<file path="src/rtl/mem_ctrl_pkg.sv">
// rtl/mem_ctrl_pkg.sv - shared types and default widths for the memory request controller
package mem_ctrl_pkg;

  localparam int DEF_ADDR_WID   = 5;
  localparam int DEF_DATA_WIDTH = 8;
  localparam int DEF_FIFO_DEPTH = 4;

  typedef enum logic [0:0] {
    INIT = 1'b0,
    RUN  = 1'b1
  } ctrl_state_t;

  typedef struct packed {
    logic                      wr;
    logic [DEF_ADDR_WID-1:0]   addr;
    logic [DEF_DATA_WIDTH-1:0] wdata;
  } mem_req_t;

endpackage

</file>
<file path="src/rtl/req_fifo.sv">
// rtl/req_fifo.sv - in-order request queue with wrap-bit full/empty decode
module req_fifo #(
  parameter int DEPTH = 4,
  parameter int WIDTH = 14
) (
  input  logic             clk,
  input  logic             rst,
  input  logic             push,
  input  logic [WIDTH-1:0] push_data,
  input  logic             pop,
  output logic [WIDTH-1:0] pop_data,
  output logic             full,
  output logic             empty
);

  localparam int AW = $clog2(DEPTH);
  localparam int PW = AW + 1;

  logic [WIDTH-1:0] storage [DEPTH];
  logic [PW-1:0]    wr_ptr;
  logic [PW-1:0]    rd_ptr;
  logic             do_push;
  logic             do_pop;

  // Pointers carry one extra wrap bit so equal low bits mean full or empty.
  assign empty    = (wr_ptr == rd_ptr);
  assign full     = (wr_ptr[AW] != rd_ptr[AW]) && (wr_ptr[AW-1:0] == rd_ptr[AW-1:0]);
  assign pop_data = storage[rd_ptr[AW-1:0]];
  assign do_push  = push && !full;
  assign do_pop   = pop && !empty;

  always_ff @(posedge clk or posedge rst) begin
    if (rst) begin
      wr_ptr <= '0;
      rd_ptr <= '0;
    end else begin
      if (do_push) wr_ptr <= wr_ptr + 1'b1;
      if (do_pop)  rd_ptr <= rd_ptr + 1'b1;
    end
  end

  always_ff @(posedge clk) begin
    if (do_push) storage[wr_ptr[AW-1:0]] <= push_data;
  end

endmodule

</file>
<file path="src/rtl/mem_req_ctrl.sv">
// rtl/mem_req_ctrl.sv - clears memory after reset, then serialises queued requests onto simple_mem
module mem_req_ctrl
  import mem_ctrl_pkg::*;
#(
  parameter int ADDR_WID   = DEF_ADDR_WID,
  parameter int DATA_WIDTH = DEF_DATA_WIDTH,
  parameter int FIFO_DEPTH = DEF_FIFO_DEPTH
) (
  input  logic                  clk,
  input  logic                  rst,
  input  logic                  req_valid,
  output logic                  req_ready,
  input  logic                  req_wr,
  input  logic [ADDR_WID-1:0]   req_addr,
  input  logic [DATA_WIDTH-1:0] req_wdata,
  output logic                  mem_wr_en,
  output logic                  mem_rd_en,
  output logic [ADDR_WID-1:0]   mem_addr,
  output logic [DATA_WIDTH-1:0] mem_data_in,
  input  logic [DATA_WIDTH-1:0] mem_data_out,
  output logic                  rsp_valid,
  output logic [DATA_WIDTH-1:0] rsp_data,
  output logic                  init_busy
);

  localparam int ENTRY_W = 1 + ADDR_WID + DATA_WIDTH;

  ctrl_state_t          state;
  logic [ADDR_WID-1:0]  sweep_addr;
  logic                 fifo_full;
  logic                 fifo_empty;
  logic                 push;
  logic                 pop;
  logic [ENTRY_W-1:0]   push_data;
  logic [ENTRY_W-1:0]   pop_data;
  logic                 rd_sampled;

  assign req_ready = (state == RUN) && !fifo_full;
  assign init_busy = (state == INIT);
  assign push      = req_valid && req_ready;
  assign pop       = (state == RUN) && !fifo_empty;
  assign push_data = {req_wr, req_addr, req_wdata};

  req_fifo #(
    .DEPTH (FIFO_DEPTH),
    .WIDTH (ENTRY_W)
  ) u_req_fifo (
    .clk       (clk),
    .rst       (rst),
    .push      (push),
    .push_data (push_data),
    .pop       (pop),
    .pop_data  (pop_data),
    .full      (fifo_full),
    .empty     (fifo_empty)
  );

  always_ff @(posedge clk or posedge rst) begin
    if (rst) begin
      state       <= INIT;
      sweep_addr  <= '0;
      mem_wr_en   <= 1'b0;
      mem_rd_en   <= 1'b0;
      mem_addr    <= '0;
      mem_data_in <= '0;
    end else if (state == INIT) begin
      mem_wr_en   <= 1'b1;
      mem_rd_en   <= 1'b0;
      mem_addr    <= sweep_addr;
      mem_data_in <= '0;
      sweep_addr  <= sweep_addr + 1'b1;
      if (sweep_addr == {ADDR_WID{1'b1}}) state <= RUN;
    end else if (pop) begin
      mem_wr_en   <= pop_data[ENTRY_W-1];
      mem_rd_en   <= !pop_data[ENTRY_W-1];
      mem_addr    <= pop_data[ENTRY_W-2 -: ADDR_WID];
      mem_data_in <= pop_data[DATA_WIDTH-1:0];
    end else begin
      // Address and data hold so the memory bus only toggles on real accesses.
      mem_wr_en <= 1'b0;
      mem_rd_en <= 1'b0;
    end
  end

  // The memory samples rd_en one edge after issue and presents data the edge after that.
  always_ff @(posedge clk or posedge rst) begin
    if (rst) begin
      rd_sampled <= 1'b0;
      rsp_valid  <= 1'b0;
      rsp_data   <= '0;
    end else begin
      rd_sampled <= mem_rd_en;
      rsp_valid  <= rd_sampled;
      if (rd_sampled) rsp_data <= mem_data_out;
    end
  end

endmodule
</file>
<file path="config.mk">
export PLATFORM = sky130hd
export DESIGN_NAME = mem_req_ctrl
export DESIGN_NICKNAME = d
export VERILOG_FILES = /design/src/rtl/mem_ctrl_pkg.sv /design/src/rtl/req_fifo.sv /design/src/rtl/mem_req_ctrl.sv
export SDC_FILE = /design/constraint.sdc
export NUM_CORES = 1
export LEC_CHECK = 0
export BUFFER_PORTS_ARGS = -buffer_cell sky130_fd_sc_hd__clkbuf_2
export CORE_MARGIN = 5
export CORE_UTILIZATION = 51
export DETAILED_ROUTE_END_ITERATION = 16
export PLACE_DENSITY = 0.78
export SLEW_MARGIN = 20
export SYNTH_ARGS = -nofsm -noshare
export SYNTH_HDL_FRONTEND = slang
export SYNTH_SLANG_ARGS = --single-unit
</file>
<file path="constraint.sdc">
create_clock -name clk -period 2.25 [get_ports clk]
set_clock_uncertainty 0.2 [all_clocks]
set_input_delay 0.1125 -clock clk [delete_from_list [all_inputs] [get_ports clk]]
set_output_delay 0.1125 -clock clk [all_outputs]
set_load 0.02 [all_outputs]
</file>
==> Yosys cells after proc, flatten, opt, wreduce, memory -nomap -nowiden <==
Memories as Yosys holds them, arrays and structs flattened.
Cells that the tools add are included.
{ "op_classes": {"reduce_logical": 9, "mux": 12, "n_bitwise": 1, "addsub": 3, "n_eq_ne": 5} }
{ "ops": {"columns": ["op", "count"], "rows": [
  ["$mux W8", 2],
  ["$mux W5", 2],
  ["$mux W1", 8],
  ["$add A3 B1 Y3 const B", 2],
  ["$logic_and A1 B1 Y1", 6],
  ["$add A5 B1 Y5 const B", 1],
  ["$eq A5 B5 Y1 const B", 1],
  ["$eq A3 B3 Y1", 1],
  ["$logic_not A1 Y1", 3],
  ["$eq A2 B2 Y1", 1],
  ["$ne A2 B1 Y1 const B", 1],
  ["$ne A1 B1 Y1", 1],
  ["$not A1 Y1", 1]
]} }
{ "totals": {"ramBits": 56, "n_memories": 1, "register_bits": 37, "output_inout_bits": 26, "wordCells": 42, "inputBits": 25} }
{ "mem_list": {"columns": ["name", "depth", "word_bits", "read_ports", "rd_ports_with_merged_regs", "write_ports", "line_no", "text"], "rows": [
  ["u_req_fifo.storage", 4, 14, 1, 0, 1, "req_fifo.sv:19", "logic [WIDTH-1:0] storage [DEPTH];"]
]} }

==> Depth between registers and ports, before layout <==
Gate-level depths: netlist (run 1).
{ "logic_depth": {"ltp_word": 8, "ltp_mapped": 5, "ltp_nobuf": 4} }

==> Hierarchy <==
A second synthesis (run 1) with hierarchy kept.
{ "hier_totals": {"cells_unflattened": 218, "area_unflattened_um2": 3806.2} }
{ "modules_own_cells": {"columns": ["module", "seq_area_each_um2", "area_per_inst_um2", "cells_each", "n_inst"], "rows": [
  ["req_fifo", 1831.8, 2539.9, 123, 1],
  ["mem_req_ctrl", 775.7, 1266.2, 95, 1]
]} }

==> Worst setup path before layout (run 1) <==
OpenSTA, ideal clock, no wires.
{ "synth_timing": {"kind": "register -> register", "start": "reg u_req_fifo.rd_ptr[1]", "end": "mem u_req_fifo.storage[2][0] (enable)", "synth_period_minus_slack_ns": 2.065, "path_buffers": 1, "stages_incl_launch_ff": 5, "required_time_ns": 1.684, "setup_ns": 0.366, "arrival_ns": 1.499, "setup_slack_ns": 0.185, "cell_sequence": "dfrtp_1 > buf_4 > xor2_2 > o31a_1 > and2_1"} }
{ "synth_between": {"elab_chain_len": 8} }
{ "synth_lines": {"columns": ["element", "line_no", "text"], "rows": [
  ["from (decl)", "req_fifo.sv:21", "logic [PW-1:0] rd_ptr;"],
  ["from (signal assigned)", "req_fifo.sv:38", "if (do_pop) rd_ptr <= rd_ptr + 1'b1;"],
  ["$eq A2 B2 Y1 (*)", "req_fifo.sv:27", "assign full = (wr_ptr[AW] != rd_ptr[AW]) && (wr_ptr[AW-1:0] == rd_ptr[AW-1:0]);"],
  ["$logic_and A1 B1 Y1 (*)", "req_fifo.sv:27", null],
  ["$logic_not A1 Y1 (*)", "req_fifo.sv:29, mem_req_ctrl.sv:38", null],
  ["$logic_and A1 B1 Y1", "mem_req_ctrl.sv:38", "assign req_ready = (state == RUN) && !fifo_full;"],
  ["$logic_and A1 B1 Y1", "mem_req_ctrl.sv:40", "assign push = req_valid && req_ready;"],
  ["$logic_and A1 B1 Y1 (*)", "req_fifo.sv:29", "assign do_push = push && !full;"],
  ["$mux W1 (*)", "req_fifo.sv:43", "if (do_push) storage[wr_ptr[AW-1:0]] <= push_data;"],
  ["$mux W1 (implied by the code) (*)", "req_fifo.sv:43", null],
  ["to (decl)", "req_fifo.sv:19", null]
]} }
Mark *: on every way between the ends. The rest lies on a longest branch, timed or not.

==> Worst setup path in the final report (run 1) <==
{ "layout_timing": {"start": "reg u_req_fifo.wr_ptr[1]", "end": "out req_ready"} }
{ "layout_between": {"elab_chain_len": 4} }
{ "layout_lines": {"columns": ["element", "line_no", "text"], "rows": [
  ["from (decl)", "req_fifo.sv:20", "logic [PW-1:0] wr_ptr;"],
  ["from (signal assigned)", "req_fifo.sv:37", "if (do_push) wr_ptr <= wr_ptr + 1'b1;"],
  ["$eq A2 B2 Y1", "req_fifo.sv:27", null],
  ["$logic_and A1 B1 Y1", "req_fifo.sv:27", null],
  ["$logic_not A1 Y1", "mem_req_ctrl.sv:38", null],
  ["$logic_and A1 B1 Y1", "mem_req_ctrl.sv:38", null],
  ["to (decl)", "mem_req_ctrl.sv:12", "output logic req_ready,"]
]} }
No other way between the ends.

==> results of run 1 <==
==> registers in the layout, indices dropped and copies added, names as in the netlist <==
register            cells
mem_wr_en               1
rd_sampled              1
u_req_fifo.rd_ptr       3
mem_data_in             8
mem_rd_en               1
u_req_fifo.storage     56
sweep_addr              5
state                   1
u_req_fifo.wr_ptr       3
rsp_valid               1
rsp_data                8
mem_addr                5
==> timing repair <==
action / CTS / global route
endpoints found under the hold margin: 101 / 0
cloned: 0 / 0
endpoints found under the setup margin: 1 / 23
gates resized for setup: 1 / 4
hold buffers: 23 / 0
==> synthesized netlist by cell type (all sizes together) <==
cell type	count
a21oi	8
a31oi	6
and2	4
and3	1
buf	8
clkbuf	6
dfrtp	37
edfxtp	56
ha	7
inv	5
mux2	12
mux4	14
nand2	2
nand4	14
nor2	6
o311ai	2
o31a	1
o31ai	15
or2	1
xnor2	10
xor2	3
==> layout make-up <==
cell class	instances	area [um^2]	share of cell area
sequential	93	2610	0.571
multi-input combinational	106	1060	0.232
timing repair buffer	85	571	0.125
clock buffer	9	124	0.0271
tap	99	124	0.0271
clock inverter	7	62.6	0.0137
inverter	5	18.8	0.00411
==> report_power, final <==
| part | switching [W] | internal [W] | total, W | leakage [nW] |
|---|---|---|---|---|
| clock network | 0.000611 | 0.000429 | 0.00104 | 0.0936 |
| registers | 0.000261 | 0.00238 | 0.00264 | 0.957 |
| logic | 0.00167 | 0.00117 | 0.00284 | 0.750 |
| total | 0.00254 | 0.00398 | 0.00652 | 1.80 |
==> kinds of logic after synthesis <==
group / after synthesis
AO/OA/AOI/OAI: 32
XOR/XNOR: 13
adder cells (fa/ha/maj): 7
buffers and inverters: 19
flip-flops: 93
multiplexers: 26
AND/OR/NAND/NOR: 28
==> worst max-delay path: stages (launching register included) <==
cell and delay, ns:
dfrtp_1 0.43, buf_4 0.18, xnor2_2 0.50, a31oi_1 0.17, clkbuf_2 0.20
==> metrics by stage <==
stage               setup slack, ns  hold WS, ns  std cells  cell area [um^2]  total power, W
global placement              0.164       0.0209        365              4130         0.00537
global route                 0.0100       0.0706        404              4570         0.00692
floorplan                     0.185       0.0114        218              3740         0.00463
detailed placement           0.0796       0.0287        365              4130         0.00547
CTS                          0.0629       0.0239        404              4560         0.00655
finish                        0.109       0.0510        404              4570         0.00652
==> worst min-delay path by stage <==
stage                               end  depth (start not counted)  slack, ns
3_3_place_gp                  rsp_valid                          3       0.02
2_1_floorplan  u_req_fifo.storage[0][0]                          0       0.01
6_report           u_req_fifo.wr_ptr[2]                          4       0.05
4_1_cts            u_req_fifo.wr_ptr[2]                          4       0.02
5_1_grt            u_req_fifo.wr_ptr[2]                          4       0.07
3_5_place_dp              sweep_addr[2]                          3       0.03
==> per-layer routing <==
layer,track usage,routed length (um)
met2,0.277,3440
met3,0.0537,408
met1,0.209,3020
met4,0.0355,34
met5,0,0
==> results.cfg, run 1 <==
[yosys]
avgSynthCellArea_um2 = 17.2
yosys.area.top_type = edfxtp_1
synth-adder-area-share = 0.0234
synthSimpleGateAreaFrac = 0.0415
synth_compound_area_frac = 0.0592
synth_fp_nets = 250
synthCells = 218
yosys.area.top_type_share = 0.449
seq_area_frac_synth = 0.697
synth_cell_types = 26
ys.warnings.count = 0
synth.cell_area_um2 = 3740
synth_xor_area_frac = 0.0344
synth_top_family_by_area = multiplexers
synth.area.top_cells = edfxtp_1, dfrtp_1, mux4_2, mux2_2, o31ai_1
ys_ff_latch = 93
synthMuxAreaShare = 0.120

[cts]
root_buffer = clkbuf_8
clk_pin_slew_ns = 0.10
numCtsBuffers = 9
cts.sinks = 93
cts_tree = done
clockBufferDepth = 2
clock_latency_ns = 0.36
htree_levels = 3
post-cts-setup-buffers = 0

[route]
wl_um = 6900
vias_per_cell = 5.31
firstDrtPassIters = 4
route.vias.total = 2145
final_antenna_net_count = 0
wire_per_inst_um = 17.1
drt_iter0_drc = 61
drcViolationCount = 0

[cells_and_area]
num_antenna_cells = 0
final_nets = 332
fillers = 549
layout_commonest_cell = edfxtp_1
final_cell_mix = edfxtp_1, clkbuf_2, dfrtp_1
drive_gt1_frac = 0.361
utilization = 0.633
syn_to_final_growth_pct = 22.1

[global_route]
antenna_found_initial = 0
first_global_vias = 2203
grt_pass1_wl_um = 11000
grt-ovfl-total = 0
grt_max_degree = 38
track_usage = 0.165

[placed_design]
place.gp.congestion = 0.761
portBuffers = 50
hpwl_um = 4800

[sta]
setup_viol = 0
tightestPinTransition_ns = 0.688
fin_setup_tns_ns = 0
timing_hold_violations_final = 0
slew_headroom = 0.542
slew_viol_final = 0
rsz0062_at_grt = no
fin_crit_sh = 0.951
fin_crit_ns = 2.14
fmax_ghz = 0.467

[setup_path]
r2r_start = u_req_fifo.rd_ptr[2]
ff2ff_setup_slack_ns = 0.15
endpoint_kind = output pin
crit_end = req_ready
cp.required_ns = 1.94
critPathMaxFanout = 14
cp-start-kind = register
crit_path_start = u_req_fifo.wr_ptr[1]
worstPathArrival_ns = 1.83
reg2reg_depth = 3
path_class = reg -> out
worstReg2RegEnd = u_req_fifo.storage[2][2]

[worst_hold_path]
min-delay-start = req_valid
hold_path.class = in -> reg

[die]
initial_utilization = 0.519
fp-row-count = 31
die_area_um2 = 9150
ioPinCount = 51
die_w_um = 95.6
dieHeight_um = 95.6
core_area_um2 = 7210

[outcome]
status = complete, no violations

[pwr]
power_leakage_nw = 1.80
power_density_nw_per_um2 = 1430
vdd_ir_drop_max_mv = 0.692

[job]
cap_viol_max_count = 0
Note: power is estimated with default switching activity, not from simulation.
==> run 2: changes to the inputs <==
--- a/config.mk
+++ b/config.mk
@@ -5,7 +5,9 @@
 export SDC_FILE = /design/constraint.sdc
 export NUM_CORES = 1
 export LEC_CHECK = 0
+export ABC_CLOCK_PERIOD_IN_PS = 2250
 export BUFFER_PORTS_ARGS = -buffer_cell sky130_fd_sc_hd__clkbuf_2
+export CORE_ASPECT_RATIO = 1.4
 export CORE_MARGIN = 5
 export CORE_UTILIZATION = 51
 export DETAILED_ROUTE_END_ITERATION = 16
==> results.cfg, run 2 (same netlist as run 1, synthesis figures left out) <==
[cts]
clockBufferDepth = 2
numCtsBuffers = 9
root_buffer = clkbuf_8
clk_pin_slew_ns = 0.10
htree_levels = 3
ctsResizeCount = 0
clock_latency_ns = 0.36
cts_hold_buf = 23
cts.sinks = 93
cts_tree = done
post-cts-setup-buffers = 0

[placed_design]
hpwl_um = 4590
portBuffers = 50
place_area_um2 = 4150
place.gp.congestion = 0.799
dp_cells = 366
place_ws_ns = 0.204

[sta]
slew_viol_final = 0
fin_setup_tns_ns = 0
rsz0062_at_grt = no
final.setup.worst_slack_ns = 0.183
setup_viol = 0
tightestPinTransition_ns = 0.565
slew_headroom = 0.623
fin_crit_ns = 2.07
timing_hold_violations_final = 0
fmax_ghz = 0.484
fin_crit_sh = 0.919

[die]
dieHeight_um = 111
die_w_um = 82.4
core_area_um2 = 7270
die_area_um2 = 9170
initial_utilization = 0.515
fp-row-count = 37
ioPinCount = 51

[cells_and_area]
regArea_um2 = 2610
layout_commonest_cell = edfxtp_1
largest_register_ff_count = 56
final_cell_mix = edfxtp_1, clkbuf_2, dfrtp_1
finalNonFillerCells = 405
multi_input_area_um2 = 1040
drive_gt1_frac = 0.354
final_area_um2 = 4580
syn_to_final_growth_pct = 22.4
num_antenna_cells = 0
fillers = 555
final_nets = 335

[route]
route.vias.total = 2178
final_antenna_net_count = 0
wire_per_inst_um = 16.2
wl_um = 6580
vias_per_cell = 5.38
firstDrtPassIters = 4
drt_iter0_drc = 87
drcViolationCount = 0

[job]
cap_viol_max_count = 0

[setup_path]
crit_path_top_delay_cell = dfrtp_1
cp_cell_sequence = buf_4 > xnor2_1 > buf_4 > a31oi_1 > clkbuf_2
cp-start-kind = register
critPathMaxFanout = 17
crit_top_cell = buf_4
worstReg2RegEnd = u_req_fifo.storage[3][12]
cp.required_ns = 1.94
endpoint_kind = output pin
reg2reg_depth = 3
r2r_start = u_req_fifo.wr_ptr[1]
worstPathArrival_ns = 1.75
cp_slowest_stage_delay_ns = 0.40
ff2ff_setup_slack_ns = 0.23
path_class = reg -> out

[worst_hold_path]
worstHoldEndpoint = u_req_fifo.wr_ptr[2]
min-delay-start = req_valid
hold_path.class = in -> reg
hold_depth = 4

[pwr]
power_leakage_nw = 1.81
power_density_nw_per_um2 = 1430
vdd_ir_drop_max_mv = 0.655

[global_route]
antenna_found_initial = 0
track_usage = 0.156
first_global_vias = 2206
grt_pass1_wl_um = 10700
grt_max_degree = 38
grt-ovfl-total = 0

[outcome]
status = complete, no violations
## run 2: changes by cell type in the layout (fill, tap and decap cells not counted)
cell,delta
and2_2,-2
and2_1,+2
inv_2,-1
buf_4,+3
inv_1,+1
inv_8,+1
clkinv_4,+1
xnor2_2,-2
xnor2_1,+2
inv_6,-1
clkinv_1,-1
## run 2: worst max-delay path, delay by kind of cell (launching register included)
family | cells | cell delay (ns)
flops | 1 | 0.40
buf+inv | 3 | 0.72
xor+xnor | 1 | 0.10
compound gates | 1 | 0.17
## run 2: worst max path at each step
stage / from / endpoint / cells past startpoint
after floorplan: u_req_fifo.rd_ptr[1] / u_req_fifo.storage[2][0] / 4
after global placement: u_req_fifo.wr_ptr[1] / u_req_fifo.storage[3][2] / 3
after detailed placement: u_req_fifo.wr_ptr[1] / u_req_fifo.storage[3][1] / 3
after CTS: u_req_fifo.rd_ptr[0] / req_ready / 5
after global routing: u_req_fifo.rd_ptr[0] / req_ready / 5
final: u_req_fifo.rd_ptr[0] / req_ready / 5
## run 2: per-stage QoR
stage	power [W]	utilization	hold WS, ns
2_1_floorplan	0.00463	-	0.0114
3_3_place_gp	0.00543	0.572	0.0235
3_5_place_dp	0.00550	0.572	0.0228
4_1_cts	0.00660	0.630	0.0527
5_1_grt	0.00695	0.630	0.0645
6_report	0.00653	0.630	0.0492
## run 2: cell type report
type                       instances  area share
sequential                        93       0.570
clock buffer                       9      0.0271
timing repair buffer              88       0.130
multi-input combinational        106       0.228
clock inverter                     7      0.0153
tap                               97      0.0265
inverter                           5     0.00410
## run 2: power by group
part | switching (W) | internal [W]
Combinational | 0.00164 | 0.00118
Clock | 0.000639 | 0.000438
Sequential | 0.000258 | 0.00238
Total | 0.00254 | 0.00399
## run 2: per-layer routing
metal,share of wire,global-route usage
met5,0,0
met4,0.017,0.0543
met3,0.052,0.0405
met2,0.54,0.277
met1,0.39,0.174
